## src/rtl/core_seq_if.sv

```systemverilog
// Fetch and load/store handshake bundle between core_seq and the IFU/LSU bus ports.
// The master side (the sequencer) raises requests; the slave side accepts and responds.
interface core_seq_if;
    logic        ifu_req_valid;
    logic        ifu_req_ready;
    logic        ifu_rsp_valid;
    logic        ifu_rsp_err;
    logic [31:0] ifu_rsp_data;
    logic        lsu_req_valid;
    logic        lsu_req_ready;
    logic        lsu_rsp_valid;
    logic        lsu_rsp_err;

    modport master (
        output ifu_req_valid,
        input  ifu_req_ready,
        input  ifu_rsp_valid,
        input  ifu_rsp_err,
        input  ifu_rsp_data,
        output lsu_req_valid,
        input  lsu_req_ready,
        input  lsu_rsp_valid,
        input  lsu_rsp_err
    );

    modport slave (
        input  ifu_req_valid,
        output ifu_req_ready,
        output ifu_rsp_valid,
        output ifu_rsp_err,
        output ifu_rsp_data,
        input  lsu_req_valid,
        output lsu_req_ready,
        output lsu_rsp_valid,
        output lsu_rsp_err
    );
endinterface

```

## src/rtl/core_seq.sv

```systemverilog
// Multi-cycle sequencer for the single-issue RV32 core: owns PC/IR, drives fetch and LSU handshakes,
// gates commits. Optional handshake timeout halt is built when CORE_SEQ_TIMEOUT_EN is defined.
module core_seq #(
    parameter logic [31:0] RESET_PC       = 32'h8000_0000,
    parameter int          TIMEOUT_CYCLES = 255
) (
    input  logic        clk,
    input  logic        rst,
    core_seq_if.master  bus,
    output logic [31:0] inst,
    output logic [31:0] pc,
    input  logic        dec_is_load,
    input  logic        dec_is_store,
    input  logic        dec_ebreak,
    input  logic [31:0] next_pc,
    output logic        rf_we_en,
    output logic        csr_we_en,
    output logic        commit,
    output logic [31:0] inst_cnt,
    output logic        halt,
    output logic [1:0]  halt_code
);

    typedef enum logic [2:0] {
        RESET,
        FETCH_REQ,
        FETCH_WAIT,
        EXEC,
        MEM_REQ,
        MEM_WAIT,
        WB,
        HALT
    } state_t;

    localparam logic [1:0] CODE_EBREAK  = 2'd0;
    localparam logic [1:0] CODE_IFU     = 2'd1;
    localparam logic [1:0] CODE_LSU     = 2'd2;
    localparam logic [1:0] CODE_TIMEOUT = 2'd3;

    if (TIMEOUT_CYCLES < 2) begin : g_timeout_check
        $error("core_seq: TIMEOUT_CYCLES must be at least 2");
    end

    state_t      state;
    state_t      state_next;
    logic [1:0]  halt_code_next;
    logic        load_inst;
    logic        timeout_hit;

`ifdef CORE_SEQ_TIMEOUT_EN
    localparam int TIMER_W = ($clog2(TIMEOUT_CYCLES + 1) > 8) ? $clog2(TIMEOUT_CYCLES + 1) : 8;

    logic [TIMER_W-1:0] timer;
    logic               timed;

    assign timed = (state == FETCH_REQ) || (state == FETCH_WAIT) ||
                   (state == MEM_REQ)   || (state == MEM_WAIT);

    // The edge that would take the count to TIMEOUT_CYCLES is the one that halts.
    always_ff @(posedge clk) begin
        if (rst || (state_next != state)) begin
            timer <= '0;
        end else if (timed) begin
            timer <= timer + 1'b1;
        end
    end

    assign timeout_hit = timed && (timer == TIMER_W'(TIMEOUT_CYCLES - 1));
`else
    assign timeout_hit = 1'b0;
`endif

    always_ff @(posedge clk) begin
        if (rst) begin
            state     <= RESET;
            pc        <= RESET_PC;
            inst      <= '0;
            inst_cnt  <= '0;
            halt_code <= CODE_EBREAK;
        end else begin
            state     <= state_next;
            halt_code <= halt_code_next;
            if (load_inst) begin
                inst <= bus.ifu_rsp_data;
            end
            if (state == WB) begin
                pc       <= next_pc;
                inst_cnt <= inst_cnt + 32'd1;
            end
        end
    end

    always_comb begin
        state_next     = state;
        halt_code_next = halt_code;
        load_inst      = 1'b0;
        case (state)
            RESET: begin
                state_next = FETCH_REQ;
            end
            FETCH_REQ: begin
                if (bus.ifu_req_ready) begin
                    state_next = FETCH_WAIT;
                end else if (timeout_hit) begin
                    state_next     = HALT;
                    halt_code_next = CODE_TIMEOUT;
                end
            end
            FETCH_WAIT: begin
                if (bus.ifu_rsp_valid) begin
                    if (bus.ifu_rsp_err) begin
                        state_next     = HALT;
                        halt_code_next = CODE_IFU;
                    end else begin
                        load_inst  = 1'b1;
                        state_next = EXEC;
                    end
                end else if (timeout_hit) begin
                    state_next     = HALT;
                    halt_code_next = CODE_TIMEOUT;
                end
            end
            EXEC: begin
                if (dec_ebreak) begin
                    state_next     = HALT;
                    halt_code_next = CODE_EBREAK;
                end else if (dec_is_load || dec_is_store) begin
                    state_next = MEM_REQ;
                end else begin
                    state_next = WB;
                end
            end
            MEM_REQ: begin
                if (bus.lsu_req_ready) begin
                    state_next = MEM_WAIT;
                end else if (timeout_hit) begin
                    state_next     = HALT;
                    halt_code_next = CODE_TIMEOUT;
                end
            end
            MEM_WAIT: begin
                if (bus.lsu_rsp_valid) begin
                    if (bus.lsu_rsp_err) begin
                        state_next     = HALT;
                        halt_code_next = CODE_LSU;
                    end else begin
                        state_next = WB;
                    end
                end else if (timeout_hit) begin
                    state_next     = HALT;
                    halt_code_next = CODE_TIMEOUT;
                end
            end
            WB: begin
                state_next = FETCH_REQ;
            end
            HALT: begin
                state_next = HALT;
            end
            default: begin
                state_next = RESET;
            end
        endcase
    end

    assign bus.ifu_req_valid = (state == FETCH_REQ);
    assign bus.lsu_req_valid = (state == MEM_REQ);
    assign rf_we_en          = (state == WB);
    assign csr_we_en         = (state == WB);
    assign commit            = (state == WB);
    assign halt              = (state == HALT);

endmodule

```

## src/flat_wrapper.sv

```systemverilog
// flat-port wrapper written by rule: the top's interface ports become plain ports
module core_seq_flat 
#(
    parameter logic [31:0] RESET_PC       = 32'h8000_0000,
    parameter int          TIMEOUT_CYCLES = 255
)
  (clk, rst, inst, pc, dec_is_load, dec_is_store, dec_ebreak, next_pc, rf_we_en, csr_we_en, commit, inst_cnt, halt, halt_code, bus_ifu_req_valid, bus_ifu_req_ready, bus_ifu_rsp_valid, bus_ifu_rsp_err, bus_ifu_rsp_data, bus_lsu_req_valid, bus_lsu_req_ready, bus_lsu_rsp_valid, bus_lsu_rsp_err);
  core_seq_if bus_i ();
  input  logic clk;
  input  logic rst;
  output logic [31:0] inst;
  output logic [31:0] pc;
  input  logic dec_is_load;
  input  logic dec_is_store;
  input  logic dec_ebreak;
  input  logic [31:0] next_pc;
  output logic rf_we_en;
  output logic csr_we_en;
  output logic commit;
  output logic [31:0] inst_cnt;
  output logic halt;
  output logic [1:0] halt_code;
  output wire logic [$bits(bus_i.ifu_req_valid)-1:0] bus_ifu_req_valid;
  input wire logic [$bits(bus_i.ifu_req_ready)-1:0] bus_ifu_req_ready;
  input wire logic [$bits(bus_i.ifu_rsp_valid)-1:0] bus_ifu_rsp_valid;
  input wire logic [$bits(bus_i.ifu_rsp_err)-1:0] bus_ifu_rsp_err;
  input wire logic [$bits(bus_i.ifu_rsp_data)-1:0] bus_ifu_rsp_data;
  output wire logic [$bits(bus_i.lsu_req_valid)-1:0] bus_lsu_req_valid;
  input wire logic [$bits(bus_i.lsu_req_ready)-1:0] bus_lsu_req_ready;
  input wire logic [$bits(bus_i.lsu_rsp_valid)-1:0] bus_lsu_rsp_valid;
  input wire logic [$bits(bus_i.lsu_rsp_err)-1:0] bus_lsu_rsp_err;
  assign bus_ifu_req_valid = bus_i.ifu_req_valid;
  assign bus_i.ifu_req_ready = bus_ifu_req_ready;
  assign bus_i.ifu_rsp_valid = bus_ifu_rsp_valid;
  assign bus_i.ifu_rsp_err = bus_ifu_rsp_err;
  assign bus_i.ifu_rsp_data = bus_ifu_rsp_data;
  assign bus_lsu_req_valid = bus_i.lsu_req_valid;
  assign bus_i.lsu_req_ready = bus_lsu_req_ready;
  assign bus_i.lsu_rsp_valid = bus_lsu_rsp_valid;
  assign bus_i.lsu_rsp_err = bus_lsu_rsp_err;
  core_seq #(.RESET_PC(RESET_PC), .TIMEOUT_CYCLES(TIMEOUT_CYCLES)) u_core (.clk(clk), .rst(rst), .bus(bus_i), .inst(inst), .pc(pc), .dec_is_load(dec_is_load), .dec_is_store(dec_is_store), .dec_ebreak(dec_ebreak), .next_pc(next_pc), .rf_we_en(rf_we_en), .csr_we_en(csr_we_en), .commit(commit), .inst_cnt(inst_cnt), .halt(halt), .halt_code(halt_code));
endmodule
```

## config.mk

```make
export PLATFORM = sky130hd
export DESIGN_NAME = core_seq_flat
export DESIGN_NICKNAME = d
export VERILOG_FILES = /design/src/rtl/core_seq_if.sv /design/src/rtl/core_seq.sv /design/src/flat_wrapper.sv
export SDC_FILE = /design/constraint.sdc
export NUM_CORES = 1
export LEC_CHECK = 0
export ABC_AREA = 1
export BUFFER_PORTS_ARGS = -buffer_cell sky130_fd_sc_hd__buf_4
export CELL_PAD_IN_SITES_DETAIL_PLACEMENT = 1
export CELL_PAD_IN_SITES_GLOBAL_PLACEMENT = 1
export CORE_ASPECT_RATIO = 1.2
export CORE_MARGIN = 2
export CORE_UTILIZATION = 25
export CTS_CLUSTER_DIAMETER = 80
export DETAILED_ROUTE_END_ITERATION = 7
export PLACE_DENSITY_LB_ADDON = 0.1
export SKIP_LAST_GASP = 1
export SYNTH_ARGS = -nofsm -noshare
export SYNTH_HDL_FRONTEND = slang
export SYNTH_SLANG_ARGS = --single-unit
export TNS_END_PERCENT = 20
```

## constraint.sdc

```tcl
create_clock -name clk -period 4.3 [get_ports clk]
set_clock_uncertainty 0.1 [all_clocks]
set_input_delay 0.645 -clock clk [delete_from_list [all_inputs] [get_ports clk]]
set_output_delay 0.645 -clock clk [all_outputs]
set_load 0.05 [all_outputs]
```

==> results.toml <==
[clock_network]
cts_buffers = 9
clk_pin_slew_worst_paths_ps = 70
cts_hold_buf = 0
cts-root-buf = "clkbuf_16"
htree_num_levels = 3
cts_resized = 0
post-cts-setup-buffer-count = 0
cts.sinks = 101
cts_tree = "done"
cts.path.max_buffers = 2
clk_latency_ps = 340

[timing]
final_hold_viol_count = 0
tightest_slew_ps = 625
slew_viol_final = 0
tns_ps = 0
grt_setup_unrepaired = "false"
fin_crit_sh = 0.672
fmax_ghz = 0.346
max_slew_margin = 0.582
setup_viol = 0
finalCriticalPeriod_ps = 2890

[logic_synthesis]
synth_mux_area_frac = 0
synth_top_family_by_area = "simple AND/OR/NAND/NOR gates"
seq_area_frac_synth = 0.469
synth_edf_count = 0
synth_flop_cell = "dfxtp_1"
yosys.area_share.simple = 0.337
ys_ff_latch = 101
synth_adder_area_share = 0.00290
synth_compound_area_frac = 0.113
synth_area_per_cell_um2 = 6.96
syn_inst = 620
ys_types = 30
synthXorXnorAreaFrac = 0.00609
synthesis.nets = 696
async_flop_share = 0
syn-cell-area_um2 = 4310
yosys_warnings = 0

[global_route]
grt_usage = 0.153
grt_max_degree = 56
antenna_found_initial = 0
grt_pass1_vias = 4684
grt_pass1_wl_mm = 22.2
grt.overflow.total = 0

[route]
routedWlPerCell_um = 13.9
drtIter0Drc = 120
firstDrtPassIters = 4
postRouteAntennaNets = 0
viasPerCell = 4.51
drc = 0
routed_wl_mm = 14.0
vias = 4540

[critical_path]
arrival_ps = 2140
critPathCaptureType = "output port"
crit_chain = "nand3_4, buf_4, inv_2, buf_4"
critPathTopFamily = "buffers and inverters"
crit_path_frequent_cell = "buf_4"
crit_required_ps = 3560
path_class = "flop to output port"
r2r_setup_slack_ps = 1940
path_buf_inv = 3
crit_path_top_delay_cell = "dfxtp_1"
path_max_fanout = 41
cp-start-kind = "flop"
critical_path.max_stage_delay_ps = 540

[placement]
hpwl_mm = 10.5
place_congestion = 0.792
io_buffers = 178

[die]
die-area_um2 = 18300
core_area_um2 = 16900
ios = 179
die_h_um = 148
rows = 52
start_util = 0.255
die_x_um = 124

[min_path]
hold_class = "flop to flop"

[power_and_ir_drop]
power_density_nw_per_um2 = 415
p_leak_nw = 2.63
peakVddDrop_mv = 0.155

[layout]
drive_gt1_frac = 0.269
utilization = 0.360
nFillCells = 2101
syn_to_final_growth_pct = 41.2
n_antenna_cell = 0
nNetsFinal = 862

[status]
outcome = "completed"

[run]
cap_viol_max_count = 0
==> metrics by stage <==
step	power, W	cells	cell area, um2	hold slack [ps]	setup slack [ps]
6_report	0.00253	1007	6090	367	1410
2_1_floorplan	0.00154	620	4310	401	2260
5_1_grt	0.00268	1007	6090	388	1200
3_3_place_gp	0.00174	991	5800	354	1780
4_1_cts	0.00258	1007	6090	369	1330
3_5_place_dp	0.00175	991	5800	360	1730
==> state kept, by name, summed over array words and instances (netlist names) <==
| signal | flops |
|---|---|
| u_core.halt_code | 2 |
| u_core.inst | 32 |
| u_core.inst_cnt | 32 |
| u_core.pc | 32 |
| u_core.state | 3 |
==> layout by cell type (no fill, tap or decap), drive strengths merged, types with 2 or more instances in the layout <==
| cell type | instances |
|---|---|
| dfxtp | 101 |
| buf | 181 |
| xor2 | 2 |
| nor3b | 2 |
| clkinv | 6 |
| nor2 | 145 |
| o21a | 2 |
| clkbuf | 9 |
| inv | 43 |
| o21ai | 41 |
| nand4 | 4 |
| a21oi | 49 |
| nand3 | 33 |
| nor3 | 8 |
| nand2 | 157 |
==> synth_stat cells, types with 3 or more instances <==
library cell / number / share of area
nand3_1: 29 / 0.034
nand4_1: 4 / 0.0058
inv_1: 40 / 0.035
inv_2: 3 / 0.0026
nor3_1: 7 / 0.0081
buf_4: 3 / 0.0052
nor2_1: 137 / 0.12
buf_2: 4 / 0.0046
dfxtp_1: 101 / 0.47
nor2_2: 6 / 0.0087
nand3_2: 3 / 0.0070
buf_6: 4 / 0.010
a21oi_1: 49 / 0.057
o21ai_0: 41 / 0.048
nand2_1: 157 / 0.14
clkbuf_1: 14 / 0.012
==> worst reg2reg max path, cell delays in order (launching register included) <==
cell,delay [ps]
dfxtp_1,540
nand3_4,100
buf_4,280
inv_2,550
nand2_1,180
nor2_1,290
nand3_1,110
nand2_1,70
nor2_1,40
==> final timing paths <==
check,start,end,cells after the start
worst min-delay path,u_core.pc[29],u_core.pc[29],2
worst min register to register,u_core.pc[29],u_core.pc[29],2
worst max register to register,u_core.state[2],u_core.inst_cnt[31],8
worst max-delay path,u_core.state[2],commit,4
==> logic make-up (layout without fill, tap and decap cells) <==
logic type / after synthesis / after routing
compound gates: 95 / 95
xor+xnor: 3 / 3
fa+ha+maj: 1 / 1
buf+inv: 70 / 241
flops: 101 / 101
simple gates: 350 / 350
==> cell type report <==
type                       instances  area (um2)  area share
tap                              216         270      0.0444
inverter                          44         165      0.0271
multi-input combinational        449        1980       0.326
sequential                       101        2020       0.332
clock buffer                       9         225      0.0370
clock inverter                     7        66.3      0.0109
timing repair buffer             181        1360       0.223
==> routing by layer <==
metal,vias up,track usage,routed length [um]
met1,2107,0.179,5870
met5,-,0,0
met3,12,0.0463,1190
met2,132,0.262,6740
li1,2289,-,-
met4,0,0.0522,187
==> power by group <==
group / total (W) / switching, W / internal, W / leakage, nW
sequential: 0.00106 / 0.0000545 / 0.00100 / 0.816
combinational: 0.000665 / 0.000452 / 0.000213 / 1.67
clock: 0.000807 / 0.000359 / 0.000448 / 0.145
total: 0.00253 / 0.000865 / 0.00166 / 2.63
Power figures use the tool's default switching activity.
